<file path="config.mk">
export PLATFORM = sky130hd
export DESIGN_NAME = light_sample_sequencer
export DESIGN_NICKNAME = d
export VERILOG_FILES = /design/src/rtl/light_sample_sequencer.sv
export SDC_FILE = /design/constraint.sdc
export NUM_CORES = 1
export LEC_CHECK = 0
export ABC_CLOCK_PERIOD_IN_PS = 2600
export CAP_MARGIN = 20
export CORE_MARGIN = 8
export CORE_UTILIZATION = 50
export CTS_BUF_LIST = sky130_fd_sc_hd__clkbuf_4 sky130_fd_sc_hd__clkbuf_8
export CTS_CLUSTER_SIZE = 25
export DETAILED_ROUTE_END_ITERATION = 7
export GPL_TIMING_DRIVEN = 0
export MAX_ROUTING_LAYER = met4
export PLACE_DENSITY = 0.82
export RECOVER_POWER = 50
export SLEW_MARGIN = 20
export SYNTH_ARGS = -nofsm -noshare
export SYNTH_HDL_FRONTEND = slang
export SYNTH_SLANG_ARGS = --single-unit
export TNS_END_PERCENT = 20
</file>
<file path="constraint.sdc">
create_clock -name clk -period 2.6 [get_ports clk]
set_input_delay 0.52 -clock clk [delete_from_list [all_inputs] [get_ports clk]]
set_output_delay 0.52 -clock clk [all_outputs]
set_load 0.03 [all_outputs]
</file>
<file path="src/rtl/light_sample_sequencer.sv">
`default_nettype none
// ============================================================================
// Module      : light_sample_sequencer
// Description : Scheduler for the ambient-light datapath.
//               - Every SAMPLE_PERIOD cycles it launches one serial-sensor
//                 read. It forwards each completed sample to the averaging
//                 filter as a one-cycle strobe.
//               - It shadows the colour mapper's R/G/B duty values into the
//                 PWM channels only on a PWM period boundary.
//               - It counts sensor timeouts and dropped (overrun) ticks.
//
// Ports       : clk          system clock
//               rst_n        asynchronous active-low reset
//               enable       sampling enable
//               sens_start   one-cycle pulse that begins a sensor read
//               sens_busy    sensor reader transaction in progress
//               sens_done    one-cycle pulse marking sens_data as valid
//               sens_data    sensor sample
//               filt_valid   one-cycle strobe marking filt_data as valid
//               filt_data    registered sample sent to the filter
//               red_in/green_in/blue_in     colour-mapper duty values
//               pwm_wrap     one-cycle pulse at the PWM period boundary
//               red_duty/green_duty/blue_duty  shadowed PWM duty values
//               err_timeout  one-cycle pulse on a timeout abort
//               err_cnt      saturating timeout count
//               overrun_cnt  saturating count of dropped ticks
//
// Revision    : 1.0 - initial release
// ============================================================================
module light_sample_sequencer #(
    parameter int SAMPLE_PERIOD = 1000000,
    parameter int TIMEOUT       = 4096,
    parameter int FILT_LAT      = 2
) (
    input  logic       clk,
    input  logic       rst_n,
    input  logic       enable,
    output logic       sens_start,
    input  logic       sens_busy,
    input  logic       sens_done,
    input  logic [7:0] sens_data,
    output logic       filt_valid,
    output logic [7:0] filt_data,
    input  logic [7:0] red_in,
    input  logic [7:0] green_in,
    input  logic [7:0] blue_in,
    input  logic       pwm_wrap,
    output logic [7:0] red_duty,
    output logic [7:0] green_duty,
    output logic [7:0] blue_duty,
    output logic       err_timeout,
    output logic [7:0] err_cnt,
    output logic [7:0] overrun_cnt
);

    localparam int c_tick_w = $clog2(SAMPLE_PERIOD);
    // One spare count value so the increment on the abort cycle cannot
    // alias back onto a live compare value.
    localparam int c_to_w   = $clog2(TIMEOUT + 1);
    localparam logic [c_tick_w-1:0] c_tick_last = c_tick_w'(SAMPLE_PERIOD - 1);
    localparam logic [c_to_w-1:0]   c_to_last   = c_to_w'(TIMEOUT - 1);

    typedef enum logic [1:0] {
        ST_IDLE      = 2'd0,
        ST_WAIT_TICK = 2'd1,
        ST_START     = 2'd2,
        ST_WAIT_DONE = 2'd3
    } state_t;

    state_t              r_state;
    state_t              w_state_nxt;
    logic [c_tick_w-1:0] r_tick_cnt;
    logic [c_to_w-1:0]   r_to_cnt;
    logic                r_filt_valid;
    logic [7:0]          r_filt_data;
    logic                r_err_timeout;
    logic [7:0]          r_err_cnt;
    logic [7:0]          r_ovr_cnt;
    logic                r_pending;
    logic [7:0]          r_red;
    logic [7:0]          r_green;
    logic [7:0]          r_blue;

    logic                w_tick;
    logic                w_done_hit;
    logic                w_to_hit;
    logic                w_ovr;
    logic                w_upd_ready;
    logic                w_pend_eff;

    // The tick counter is held at zero in IDLE, so it never matches there.
    assign w_tick     = (r_state != ST_IDLE) && (r_tick_cnt == c_tick_last);
    assign w_done_hit = (r_state == ST_WAIT_DONE) && sens_done;
    // A done pulse in the final cycle wins over the timeout.
    assign w_to_hit   = (r_state == ST_WAIT_DONE) && !sens_done &&
                        (r_to_cnt == c_to_last);
    // A tick is dropped while a read is in flight, or when the reader is
    // still busy. A tick that coincides with disable is not an overrun.
    assign w_ovr      = w_tick &&
                        ((r_state == ST_START) || (r_state == ST_WAIT_DONE) ||
                         ((r_state == ST_WAIT_TICK) && enable && sens_busy));

    // ------------------------------------------------------------------
    // FSM
    // ------------------------------------------------------------------
    always_ff @(posedge clk or negedge rst_n) begin
        if (!rst_n) begin
            r_state <= ST_IDLE;
        end else begin
            r_state <= w_state_nxt;
        end
    end

    always_comb begin
        w_state_nxt = r_state;
        sens_start  = 1'b0;
        case (r_state)
            ST_IDLE: begin
                if (enable) begin
                    w_state_nxt = ST_WAIT_TICK;
                end
            end
            ST_WAIT_TICK: begin
                if (!enable) begin
                    w_state_nxt = ST_IDLE;
                end else if (w_tick && !sens_busy) begin
                    w_state_nxt = ST_START;
                end
            end
            ST_START: begin
                sens_start  = 1'b1;
                w_state_nxt = ST_WAIT_DONE;
            end
            ST_WAIT_DONE: begin
                // Disable never aborts a read; it only picks the exit state.
                if (w_done_hit || w_to_hit) begin
                    w_state_nxt = enable ? ST_WAIT_TICK : ST_IDLE;
                end
            end
            default: begin
                w_state_nxt = ST_IDLE;
            end
        endcase
    end

    // ------------------------------------------------------------------
    // Sample-period and timeout counters
    // ------------------------------------------------------------------
    always_ff @(posedge clk or negedge rst_n) begin
        if (!rst_n) begin
            r_tick_cnt <= '0;
            r_to_cnt   <= '0;
        end else begin
            if (r_state == ST_IDLE || r_tick_cnt == c_tick_last) begin
                r_tick_cnt <= '0;
            end else begin
                r_tick_cnt <= r_tick_cnt + 1'b1;
            end

            if (r_state == ST_START) begin
                r_to_cnt <= '0;
            end else if (r_state == ST_WAIT_DONE) begin
                r_to_cnt <= r_to_cnt + 1'b1;
            end
        end
    end

    // ------------------------------------------------------------------
    // Sample forwarding and error accounting
    // ------------------------------------------------------------------
    always_ff @(posedge clk or negedge rst_n) begin
        if (!rst_n) begin
            r_filt_valid  <= 1'b0;
            r_filt_data   <= 8'h00;
            r_err_timeout <= 1'b0;
            r_err_cnt     <= 8'h00;
            r_ovr_cnt     <= 8'h00;
        end else begin
            r_filt_valid  <= w_done_hit;
            r_err_timeout <= w_to_hit;
            if (w_done_hit) begin
                r_filt_data <= sens_data;
            end
            if (w_to_hit && r_err_cnt != 8'hFF) begin
                r_err_cnt <= r_err_cnt + 8'h01;
            end
            if (w_ovr && r_ovr_cnt != 8'hFF) begin
                r_ovr_cnt <= r_ovr_cnt + 8'h01;
            end
        end
    end

    // ------------------------------------------------------------------
    // Filter-latency delay line: upd_ready marks the cycle where the
    // colour mapper reflects the latest sample.
    // ------------------------------------------------------------------
    generate
        if (FILT_LAT == 0) begin : g_lat_zero
            assign w_upd_ready = r_filt_valid;
        end else begin : g_lat_pipe
            logic [FILT_LAT-1:0] r_dly;
            always_ff @(posedge clk or negedge rst_n) begin
                if (!rst_n) begin
                    r_dly <= '0;
                end else begin
                    r_dly[0] <= r_filt_valid;
                    for (int i = 1; i < FILT_LAT; i++) begin
                        r_dly[i] <= r_dly[i-1];
                    end
                end
            end
            assign w_upd_ready = r_dly[FILT_LAT-1];
        end
    endgenerate

    // ------------------------------------------------------------------
    // Duty shadow registers. They load only after a PWM wrap, so a channel
    // never sees a duty change part-way through its period.
    // ------------------------------------------------------------------
    assign w_pend_eff = r_pending | w_upd_ready;

    always_ff @(posedge clk or negedge rst_n) begin
        if (!rst_n) begin
            r_pending <= 1'b0;
            r_red     <= 8'h00;
            r_green   <= 8'h00;
            r_blue    <= 8'h00;
        end else begin
            if (pwm_wrap && w_pend_eff) begin
                r_red     <= red_in;
                r_green   <= green_in;
                r_blue    <= blue_in;
                r_pending <= 1'b0;
            end else if (w_upd_ready) begin
                r_pending <= 1'b1;
            end
        end
    end

    assign filt_valid  = r_filt_valid;
    assign filt_data   = r_filt_data;
    assign err_timeout = r_err_timeout;
    assign err_cnt     = r_err_cnt;
    assign overrun_cnt = r_ovr_cnt;
    assign red_duty    = r_red;
    assign green_duty  = r_green;
    assign blue_duty   = r_blue;

endmodule
`default_nettype wire

</file>
== Yosys cells after proc, flatten, opt, wreduce, memory -nomap -nowiden ==
Index checks and enable logic that the tools add are counted.
Widths: inputs -> output; s select.

* Word-level logic and storage cells: 62
* Flip-flop bits (word level): 88
* Bits of input ports: 38
* Output and inout bits: 51

* Bitwise operators: 1
* Add/subtract/negate cells: 4
* Equal/unequal tests: 10
* Reduce and logical (&&, ||, !) cells: 22
* Multiplexer cells: 12

{| class="wikitable"
|+ Operators with widths
! operator !! count
|-
| $mux 13 || 2
|-
| $add 20x1->20 const B || 1
|-
| $eq 20x20->1 const B || 1
|-
| $mux 20 || 1
|-
| $add 8x1->8 const B || 2
|-
| $ne 8x8->1 const B || 2
|-
| $add 13x1->13 const B || 1
|-
| $eq 13x12->1 const B || 1
|-
| $logic_and 1x1->1 || 11
|-
| $mux 2 || 4
|-
| $pmux 2 s4 || 1
|-
| $reduce_bool 2->1 || 3
|-
| $eq 2x2->1 const B || 2
|-
| $logic_or 1x1->1 || 4
|-
| $mux 1 || 4
|-
| $ne 3x2->1 const B || 1
|-
| $reduce_and 3->1 || 1
|-
| $eq 2x1->1 const B || 1
|-
| $logic_not 1->1 || 2
|-
| $logic_not 2->1 || 1
|-
| $ne 2x1->1 const B || 1
|-
| $ne 2x2->1 const B || 1
|-
| $or 1x1->1 || 1
|}

== Longest topological paths before layout ==
Gate-level depths: netlist of run 1.

* Depth in word-level cells: 6
* Depth in mapped cells: 7
* Mapped depth without buffers: 6

== Least setup slack after synthesis of run 1 ==
No wires, ideal clock.

* Kind: register to register
* Start point: reg r_ovr_cnt[0], in the netlist overrun_cnt[0]
* End point: reg r_ovr_cnt[1], in the netlist overrun_cnt[1]
* Required time: 2.475 ns
* Arrival time: 1.858 ns
* Slack: 0.617 ns
* Stages on the path, launching flop included: 7
* Path through: dfrtp_1 > ha_1 > and3_1 > a31oi_1 > and4_1 > clkbuf_1 > mux2_2

* Longest elaborated chain between the ends: 2

{| class="wikitable"
|+ Ends and longest elaborated chain
! element !! RTL line !! source
|-
| start, declared || 78 || <nowiki>logic [7:0] r_ovr_cnt;</nowiki>
|-
| start signal, assigned || 188 || <nowiki>r_ovr_cnt <= r_ovr_cnt + 8'h01;</nowiki>
|-
| parallel branches: the longest is 2 deep, another holds $add 8x1->8 || - ||
|}

Parallel ways; which one is timed is not known.
A chain may end at the register's enable or synchronous reset.

==> results of run 1 <==
-- layout make-up --
type                       instances  area share, %
clock inverter                     6           1.85
inverter                           9          0.676
buffer                            10          0.751
sequential                        88           44.1
multi-input combinational        213           29.5
clock buffer                      10           2.63
timing repair buffer              89           18.0
tap                               99           2.48
-- logic make-up (layout without fill, tap and decap cells) --
kind of cell               count (synthesis)  in the layout
DFF                                       88             88
AOI/OAI and AO/OA                         18             18
adders and majority gates                  4              4
buffers and inverters                     19            124
muxes                                     35             35
xor gates and xnor gates                  38             38
and+or+nand+nor                          118            118
-- per-layer routing --
layer  part of all wire, %  up-vias  GRT usage [%]
met2                    45       84           23.2
li1                      -     1304              -
met3                   9.0       11           4.12
met5                     0        -              -
met1                    44     1331           20.3
met4                   1.4        0           6.79
-- power breakdown --
| part | total (mW) | internal, mW | leakage, nW | switching (mW) |
|---|---|---|---|---|
| logic | 0.328 | 0.155 | 0.930 | 0.173 |
| clock network | 1.04 | 0.557 | 0.107 | 0.479 |
| registers | 1.45 | 1.42 | 1.20 | 0.0359 |
-- worst max-delay path by stage --
stage	endpoint	start	slack, ns	cells past startpoint
6_report	sens_start	register	0.18	4
3_5_place_dp	sens_start	r_state[0]	0.27	4
4_1_cts	sens_start	r_state[0]	0.17	4
3_3_place_gp	r_tick_cnt[12]	rst_n	-2.03	1
2_1_floorplan	overrun_cnt[1]	overrun_cnt[0]	0.62	6
5_1_grt	sens_start	register	0.03	4
-- state kept, by name, indices dropped and copies added (netlist names), named ones only --
name / count
overrun_cnt: 8
filt_valid: 1
g_lat_pipe.r_dly: 2
err_timeout: 1
red_duty: 8
r_to_cnt: 13
blue_duty: 8
err_cnt: 8
r_pending: 1
filt_data: 8
r_tick_cnt: 20
r_state: 1
green_duty: 8
-- placed cells by master, fill, tap and decap left out, types with 2 or more instances in the layout --
| cell type | n |
|---|---|
| nand3_1 | 16 |
| dfrtp_1 | 88 |
| nor3_1 | 4 |
| ha_1 | 4 |
| inv_1 | 9 |
| nor2_1 | 38 |
| clkbuf_1 | 11 |
| nand2_1 | 22 |
| a21oi_1 | 3 |
| and4_1 | 2 |
| o21ai_0 | 8 |
| mux2_2 | 34 |
| clkinvlp_4 | 2 |
| nand4_1 | 13 |
| xnor2_1 | 18 |
| xor2_1 | 20 |
| clkbuf_8 | 9 |
| clkdlybuf4s50_1 | 85 |
| a31oi_1 | 3 |
| bufinv_16 | 2 |
| or3_1 | 4 |
| nor4_1 | 4 |
| and3_1 | 7 |
-- metrics by stage --
stage | power, mW | setup slack [ns] | cells | utilization [%]
2_1_floorplan | 1.63 | 0.617 | 320 | -
5_1_grt | 2.94 | 0.0275 | 524 | 68.5
3_5_place_dp | 1.82 | 0.268 | 508 | 65.7
3_3_place_gp | 1.80 | -2.03 | 507 | 65.4
6_report | 2.82 | 0.181 | 524 | 68.5
4_1_cts | 2.86 | 0.166 | 524 | 68.8
==> summary.txt, run 1 <==
Die
  • Die W: 103 um
  • Chip height: 103 um
  • Initial core utilization: 51.6%
  • Full die area: 10600 um^2
  • Num rows: 31
  • Core area: 7290 um^2
  • IO Count: 89

Hold path
  • Hold Path End: g_lat_pipe.r_dly[1]
  • Hold Path Origin: g_lat_pipe.r_dly[0]
  • Min-delay worst type: register to register
  • Hold depth: 0

Yosys
  • Yosys top cell area share: 58.5%
  • Avg Cell Area, Syn: 11.8 um^2
  • Post-synthesis mux area share: 10.4%
  • Largest family of logic cells by synthesized area: simple AND/OR/NAND/NOR gates
  • Synth top area cells: dfrtp_1 59%, mux2_2 10%, xor2_1 4.7%
  • Number of distinct library cells after synthesis: 36
  • Ys Warns: 0
  • Gate Count Post-Synth: 320
  • XOR/XNOR Fraction of Synth Area: 8.84%
  • Post-Syn Nets: 362
  • Largest area contributor in the netlist: dfrtp_1
  • Synth Area in Simple Gates: 16.0%
  • Seq cells post-synth: 88
  • Synth Area in Compound Gates: 2.79%
  • Mapped Area: 3760 um^2
  • Main synth FF type: dfrtp_1
  • Fraction of the mapped netlist area in adder cells: 1.33%
  • Number of synthesized flops with an enable pin: 0
  • Sequential share of the synthesized area: 58.5%
  • Top-count cell post-synth: dfrtp_1
  • Asr flop ratio synth: 100%
  • Synth top cells by count: 88 x dfrtp_1, 38 x nor2_1, 34 x mux2_2, 22 x nand2_1, 20 x xor2_1

Timing
  • Fin Hold WS: 0.359 ns
  • Max Fclk: 413 MHz
  • Minimum clock period: 2.42 ns
  • TNS Setup: 0 ns
  • Fin Clk Skew: 0.00642 ns
  • Setup-failing EPs final: 0
  • Final hold violations: 0
  • Fin crit share: 93.0%
  • Least-Margin Pin Slew: 1.73 ns
  • Slew Viols, Final: 32
  • RSZ-0062 raised after global routing: false
  • Slew Limit Headroom: -15.5%

Clock network
  • Post_cts resized: 1
  • Reg clk slew, reported paths: 0.08 ns
  • Clock tree sinks: 88
  • Number of buffers added for setup after CTS: 0
  • Longest Clk Path Bufs: 2
  • CTS H-Tree Depth: 3
  • Post-CTS Hold Buffers: 0
  • CTS tree: built
  • Clk Latency, worst-skew pair: 0.35 ns
  • CTS root buf: clkbuf_8
  • Cts bufs inserted: 9

Critical path
  • CP Cell Sequence: clkbuf_1 -> nor2b_1 -> clkbuf_1 -> dlygate4sd2_1
  • CP startpoint kind: register
  • Critical path class: register to output port
  • Worst R2R Path Depth: 6
  • CP peak stage delay: 0.45 ns
  • R2r setup slk: 0.49 ns
  • Worst r2r src: r_to_cnt[4]
  • Req. time, crit path: 2.08 ns
  • Data arrival time of the worst path: 1.90 ns
  • CP Buf/Inv Count: 3
  • R2r endpoint: err_cnt[6]
  • Top delay family on crit path: buffers and inverters
  • Critical Path Fanout Max: 10
  • Slowest CP cell: dlygate4sd2_1
  • Cell repeated most along the worst path: clkbuf_1
  • CP endpoint kind: output port

GRT
  • Largest net degree at the start of global routing: 58
  • Initial antenna violation count: 0
  • Gr usage total: 15.8%
  • Number of global-route vias before repair: 2669
  • Total gr overflow: 0
  • First-pass GRT wire length: 12700 um

Cells and area
  • FF/Latch Area: 2200 um^2
  • Share of cells above drive strength 1: 12.7%
  • Final instance area: 5000 um^2
  • Ant diodes: 0
  • Final net count: 462
  • Area Overhead vs Synth: 32.8%
  • Fillcell total: 546
  • Multi-input logic area: 1480 um^2

Power and ir drop
  • Power density cells: 564 nW/um^2
  • Worst vdd ir: 0.000341 V
  • Leak: 2.23 nW

Placed design
  • Post-DP HPWL: 5780 um
  • IO Port Bufs: 88
  • Post-DP Area: 4790 um^2
  • Placer Congestion: 0.795

Run
  • Max Cap Viol: 1

Status
  • Status: complete, but fails checks
  • Failing checks: capacitance limit, slew limit

Routing
  • Aggregate routed wire length: 7790 um
  • Via density: 5.21
  • DRT iter0 DRCs: 67
  • Post-route DRC: 0
  • Via count: 2730
  • Drt wl/cell: 14.9 um
  • Routed Antenna Nets: 0
  • Initial DRT Pass Iterations: 4
Power figures use the tool's default switching activity.
==> inputs of run 2 (changes only) <==
--- a/config.mk
+++ b/config.mk
@@ -8,13 +8,12 @@
 export ABC_CLOCK_PERIOD_IN_PS = 2600
 export CAP_MARGIN = 20
 export CORE_MARGIN = 8
-export CORE_UTILIZATION = 50
+export CORE_UTILIZATION = 51
 export CTS_BUF_LIST = sky130_fd_sc_hd__clkbuf_4 sky130_fd_sc_hd__clkbuf_8
-export CTS_CLUSTER_SIZE = 25
 export DETAILED_ROUTE_END_ITERATION = 7
 export GPL_TIMING_DRIVEN = 0
 export MAX_ROUTING_LAYER = met4
-export PLACE_DENSITY = 0.82
+export PLACE_DENSITY = 0.84
 export RECOVER_POWER = 50
 export SLEW_MARGIN = 20
 export SYNTH_ARGS = -nofsm -noshare
==> summary.txt, run 2 (synthesis gave the netlist of run 1 again) <==
Cells and area
  • Max FFs per register: 20 (unchanged)
  • Largest registers: r_tick_cnt: 20 flops, r_to_cnt: 13 flops (unchanged)
  • Most common library cell in the layout ignoring fill and taps: dfrtp_1 (unchanged)
  • FF/Latch Area: 2200 um^2 (unchanged)
  • Final net count: 462 (unchanged)
  • Share of cells above drive strength 1: 13.2% (was 12.7%)
  • Final Util: 68.9% (was 68.5%)
  • Biggest register: r_tick_cnt (unchanged)
  • Ant diodes: 0 (unchanged)
  • Final instance area: 4970 um^2 (was 5000 um^2)
  • Multi-input logic area: 1480 um^2 (unchanged)
  • Area Overhead vs Synth: 32.0% (was 32.8%)
  • Most frequent cells in the layout: 88 x dfrtp_1, 85 x clkdlybuf4s50_1, 38 x nor2_1, 33 x mux2_2, 22 x nand2_1 (was 88 x dfrtp_1, 85 x clkdlybuf4s50_1, 38 x nor2_1, 34 x mux2_2, 22 x nand2_1)
  • Fillcell total: 531 (was 546)

Critical path
  • Critical Path Fanout Max: 10 (unchanged)
  • Data arrival time of the worst path: 1.82 ns (was 1.90 ns)
  • CP endpoint kind: output port (unchanged)
  • CP startpoint kind: register (unchanged)
  • Req. time, crit path: 2.08 ns (about the same)
  • Critical path class: register to output port (unchanged)

Timing
  • Max Fclk: 427 MHz (was 413 MHz)
  • Minimum clock period: 2.34 ns (was 2.42 ns)
  • Fin Clk Skew: 0.00916 ns (was 0.00642 ns)
  • RSZ-0062 raised after global routing: false (unchanged)
  • Slew Viols, Final: 0 (was 32)
  • Fin crit share: 90.0% (was 93.0%)
  • Slew Limit Headroom: 21.6% (was -15.5%)
  • Final hold violations: 0 (unchanged)
  • Least-Margin Pin Slew: 1.18 ns (was 1.73 ns)
  • Setup-failing EPs final: 0 (unchanged)
  • Worst Slack Setup Final: 0.260 ns (was 0.181 ns)

Power and ir drop
  • Clock power share: 35.0% (was 36.7%)
  • Psw: 677 uW (was 687 uW)
  • Logic pwr share: 11.9% (was 11.6%)
  • Total Power: 2.74 mW (was 2.82 mW)
  • P_int: 2.06 mW (was 2.13 mW)
  • Power density cells: 552 nW/um^2 (was 564 nW/um^2)
  • Switching Fraction: 24.7% (was 24.4%)
  • Seq pwr share: 53.1% (was 51.6%)
  • Leak: 2.23 nW (about the same)
  • Worst vdd ir: 0.000403 V (was 0.000341 V)

GRT
  • Largest net degree at the start of global routing: 50 (was 58)
  • First-pass GRT wire length: 13200 um (was 12700 um)
  • Total gr overflow: 0 (unchanged)
  • Number of global-route vias before repair: 2683 (was 2669)
  • Initial antenna violation count: 0 (unchanged)
  • Gr usage total: 16.7% (was 15.8%)

Clock network
  • Clk Latency, worst-skew pair: 0.35 ns (about the same)
  • CTS root buf: clkbuf_8 (unchanged)
  • CTS H-Tree Depth: 3 (unchanged)
  • Post-CTS Hold Buffers: 0 (unchanged)
  • Longest Clk Path Bufs: 2 (unchanged)
  • Reg clk slew, reported paths: 0.08 ns (about the same)
  • CTS tree: built (unchanged)
  • Cts bufs inserted: 9 (unchanged)
  • Clock tree sinks: 88 (unchanged)

Routing
  • Aggregate routed wire length: 8100 um (was 7790 um)
  • Drt wl/cell: 15.5 um (was 14.9 um)
  • Routed Antenna Nets: 0 (unchanged)
  • DRT iter0 DRCs: 112 (was 67)
  • Post-route DRC: 0 (unchanged)
  • Via count: 2731 (was 2730)
  • Via density: 5.21 (about the same)
  • Initial DRT Pass Iterations: 6 (was 4)

Die
  • Initial core utilization: 52.2% (was 51.6%)
  • Num rows: 31 (unchanged)
  • IO Count: 89 (unchanged)
  • Die W: 102 um (was 103 um)
  • Core area: 7210 um^2 (was 7290 um^2)
  • Full die area: 10400 um^2 (was 10600 um^2)
  • Chip height: 102 um (was 103 um)

Placed design
  • Placer Congestion: 0.768 (was 0.795)
  • Setup WS pre-CTS: 0.245 ns (was 0.268 ns)
  • IO Port Bufs: 88 (unchanged)
  • Post-DP Area: 4790 um^2 (about the same)
  • Post-DP HPWL: 6120 um (was 5780 um)

Hold path
  • Min-delay worst type: register to register (unchanged)

Status
  • Status: complete, no violations (was complete, but fails checks)

Run
  • Max Cap Viol: 0 (was 1)
==> run 2: final timing paths <==
path / start / slack, ns / endpoint / cells past startpoint
max: register / 0.26 / sens_start / 4
min: g_lat_pipe.r_dly[0] / 0.36 / g_lat_pipe.r_dly[1] / 0
max reg2reg: register / 0.50 / err_cnt[1] / 5
min reg2reg: g_lat_pipe.r_dly[0] / 0.36 / g_lat_pipe.r_dly[1] / 0
max in group asynchronous: rst_n / 0.64 / r_tick_cnt[2] / 2
min in group asynchronous: rst_n / 0.39 / g_lat_pipe.r_dly[1] / 1
==> run 2: per-stage QoR <==
step | instances | hold slack, ns | setup TNS, ns
6_report | 524 | 0.357 | 0
5_1_grt | 524 | 0.376 | 0
4_1_cts | 524 | 0.194 | 0
3_5_place_dp | 508 | 0.337 | 0
3_3_place_gp | 507 | 0.333 | -180.20
2_1_floorplan | 320 | 0.224 | 0
==> run 2: layout make-up <==
type	instances	area share, %
plain buffers	10	0.932
clock buffers	12	3.07
clock inverters	4	1.08
inverters	9	0.680
multi-input cells	213	29.7
flip-flops and latches	88	44.3
well taps	99	2.49
repair buffers	89	17.7
==> run 2: power by group through the flow <==
stage	Clock [mW]	Sequential, mW	Combinational (mW)
2_1_floorplan	0	1.55	0.0844
3_3_place_gp	0	1.48	0.323
3_5_place_dp	0	1.48	0.335
4_1_cts	0.984	1.46	0.336
5_1_grt	1.04	1.46	0.352
6_report	0.959	1.46	0.326
==> run 2: repair_timing <==
action | 4_1_cts | 5_1_grt
setup buffers | 0 | 0
endpoints found under the hold margin | 0 | 0
endpoints found under the setup margin | 1 | 1
resized for setup | 1 | 2
==> run 2: worst max-delay path: stages, from the launching register on <==
cell	delay [ns]
dfrtp_1	0.33
clkbuf_1	0.31
nor2b_1	0.18
clkbuf_2	0.22
dlygate4sd2_1	0.44
==> run 2: routing by layer <==
layer	GRT usage [%]	wire length (um)	vias to the layer above
li1	-	-	1300
met1	20.5	3690	1345
met2	26.5	3810	78
met3	4.43	506	8
met4	5.08	91	0
met5	-	0	-
==> inputs of run 3 (changes only) <==
--- a/config.mk
+++ b/config.mk
@@ -7,13 +7,13 @@
 export LEC_CHECK = 0
 export ABC_CLOCK_PERIOD_IN_PS = 2600
 export CAP_MARGIN = 20
+export CORE_ASPECT_RATIO = 0.5
 export CORE_MARGIN = 8
-export CORE_UTILIZATION = 51
-export CTS_BUF_LIST = sky130_fd_sc_hd__clkbuf_4 sky130_fd_sc_hd__clkbuf_8
+export CORE_UTILIZATION = 50
 export DETAILED_ROUTE_END_ITERATION = 7
 export GPL_TIMING_DRIVEN = 0
 export MAX_ROUTING_LAYER = met4
-export PLACE_DENSITY = 0.84
+export PLACE_DENSITY = 0.82
 export RECOVER_POWER = 50
 export SLEW_MARGIN = 20
 export SYNTH_ARGS = -nofsm -noshare
==> summary.txt, run 3 (synthesis gave the netlist of run 1 again) <==
Critical path
  • Worst r2r src: r_to_cnt[0]
  • CP Cell Sequence: clkbuf_1 -> nor2b_1 -> clkbuf_1 -> dlygate4sd2_1 (was clkbuf_1 -> nor2b_1 -> clkbuf_2 -> dlygate4sd2_1)
  • Cell repeated most along the worst path: clkbuf_1
  • Worst R2R Path Depth: 6 (was 5)
  • R2r endpoint: err_cnt[1] (unchanged)
  • CP startpoint kind: register (unchanged)
  • CP peak stage delay: 0.46 ns (was 0.44 ns)
  • Top delay family on crit path: buffers and inverters (unchanged)
  • Slowest CP cell: dlygate4sd2_1 (unchanged)
  • Req. time, crit path: 2.08 ns (about the same)
  • Critical Path Fanout Max: 10 (unchanged)
  • R2r setup slk: 0.49 ns (was 0.50 ns)
  • CP endpoint kind: output port (unchanged)
  • Data arrival time of the worst path: 1.94 ns (was 1.82 ns)
  • Critical path class: register to output port (unchanged)
  • CP Buf/Inv Count: 3 (unchanged)

Routing
  • Initial DRT Pass Iterations: 4 (was 6)
  • Routed Antenna Nets: 0 (unchanged)
  • DRT iter0 DRCs: 94 (was 112)
  • Via count: 2718 (was 2731)
  • Via density: 5.23 (was 5.21)
  • Post-route DRC: 0 (unchanged)
  • Drt wl/cell: 15.6 um (was 15.5 um)
  • Aggregate routed wire length: 8110 um (was 8100 um)

GRT
  • Initial antenna violation count: 0 (unchanged)
  • Number of global-route vias before repair: 2907 (was 2683)
  • Gr usage total: 16.6% (was 16.7%)
  • Total gr overflow: 0 (unchanged)
  • First-pass GRT wire length: 14100 um (was 13200 um)
  • Largest net degree at the start of global routing: 49 (was 50)

Clock network
  • Cts bufs inserted: 9 (unchanged)
  • Clk Latency, worst-skew pair: 0.34 ns (was 0.35 ns)
  • Clock tree sinks: 88 (unchanged)
  • CTS tree: built (unchanged)
  • Number of buffers added for setup after CTS: 0 (unchanged)
  • Reg clk slew, reported paths: 0.06 ns (was 0.08 ns)
  • CTS H-Tree Depth: 3 (unchanged)
  • CTS root buf: clkbuf_16 (was clkbuf_8)
  • Post_cts resized: 1 (unchanged)
  • Longest Clk Path Bufs: 2 (unchanged)
  • Post-CTS Hold Buffers: 0 (unchanged)

Timing
  • Final hold violations: 0 (unchanged)
  • Slew Limit Headroom: 21.0% (was 21.6%)
  • Max Fclk: 407 MHz (was 427 MHz)
  • RSZ-0062 raised after global routing: false (unchanged)
  • Fin Clk Skew: 0.00426 ns (was 0.00916 ns)
  • Setup-failing EPs final: 0 (unchanged)
  • Minimum clock period: 2.46 ns (was 2.34 ns)
  • Slew Viols, Final: 0 (unchanged)
  • Fin crit share: 94.4% (was 90.0%)
  • Least-Margin Pin Slew: 1.18 ns (about the same)

Status
  • Status: complete, no violations (unchanged)

Power and ir drop
  • Leak: 2.28 nW (was 2.23 nW)
  • Worst vdd ir: 0.000317 V (was 0.000403 V)
  • Power density cells: 601 nW/um^2 (was 552 nW/um^2)
  • Total Power: 3.03 mW (was 2.74 mW)

Die
  • IO Count: 89 (unchanged)
  • Full die area: 10700 um^2 (was 10400 um^2)
  • Chip height: 77.4 um (was 102 um)
  • Core area: 7320 um^2 (was 7210 um^2)
  • Die W: 139 um (was 102 um)
  • Initial core utilization: 51.4% (was 52.2%)
  • Num rows: 22 (was 31)

Cells and area
  • Ant diodes: 0 (unchanged)
  • Final net count: 462 (unchanged)
  • Area Overhead vs Synth: 34.0% (was 32.0%)
  • Final instance area: 5040 um^2 (was 4970 um^2)
  • Share of cells above drive strength 1: 12.7% (was 13.2%)
  • Most common library cell in the layout ignoring fill and taps: dfrtp_1 (unchanged)
  • Largest registers: r_tick_cnt: 20 flops, r_to_cnt: 13 flops (unchanged)
  • Biggest register: r_tick_cnt (unchanged)
  • Most frequent cells in the layout: 88 x dfrtp_1, 85 x clkdlybuf4s50_1, 38 x nor2_1, 33 x mux2_2, 22 x nand2_1 (unchanged)
  • Max FFs per register: 20 (unchanged)

Placed design
  • IO Port Bufs: 88 (unchanged)
  • Placer Congestion: 0.808 (was 0.768)
  • Post-DP Area: 4780 um^2 (was 4790 um^2)
  • Post-DP HPWL: 5970 um (was 6120 um)

Run
  • Max Cap Viol: 0 (unchanged)

Hold path
  • Hold Path Origin: g_lat_pipe.r_dly[0] (unchanged)
  • Hold depth: 0 (unchanged)
  • Hold Path End: g_lat_pipe.r_dly[1] (unchanged)
  • Min-delay worst type: register to register (unchanged)
[run 3: worst max-delay path by stage]
stage / start / end / slack [ns] / depth (start not counted)
global placement: rst_n / green_duty[5] / -1.91 / 1
detailed placement: r_state[0] / sens_start / 0.22 / 4
floorplan: overrun_cnt[0] / overrun_cnt[1] / 0.62 / 6
CTS: r_state[0] / sens_start / 0.13 / 4
global route: r_state[0] / sens_start / 0.01 / 4
finish: r_state[0] / sens_start / 0.14 / 4
[run 3: cell type report]
| cell class | instances | area (um^2) |
|---|---|---|
| fillers | 511 | 2280 |
| flip-flops and latches | 88 | 2200 |
| multi-input cells | 213 | 1480 |
| repair buffers | 89 | 880 |
| clock buffers | 11 | 243 |
| well taps | 96 | 120 |
| clock inverters | 4 | 45.0 |
| plain buffers | 10 | 38.8 |
| inverters | 9 | 33.8 |
[run 3: through the flow]
step | hold WS (ns) | instances | setup TNS [ns] | setup slack [ns] | util, %
floorplan | 0.224 | 320 | 0 | 0.617 | -
global route | 0.358 | 520 | 0 | 0.0112 | 68.9
CTS | 0.206 | 520 | 0 | 0.132 | 69.2
global placement | 0.336 | 504 | -167.55 | -1.91 | 65.1
detailed placement | 0.336 | 505 | 0 | 0.220 | 65.3
finish | 0.349 | 520 | 0 | 0.145 | 68.9
[run 3: power breakdown]
| part | total, mW | internal (mW) | switching, mW |
|---|---|---|---|
| registers | 1.46 | 1.42 | 0.0365 |
| clock network | 1.25 | 0.759 | 0.488 |
| logic | 0.327 | 0.151 | 0.176 |
[run 3: metal layers]
metal | track usage, % | part of all wire, % | vias up
li1 | - | - | 1299
met1 | 17.7 | 41 | 1352
met2 | 28.2 | 53 | 55
met3 | 6.53 | 4.9 | 12
met4 | 5.43 | 1.6 | 0
met5 | - | 0 | -
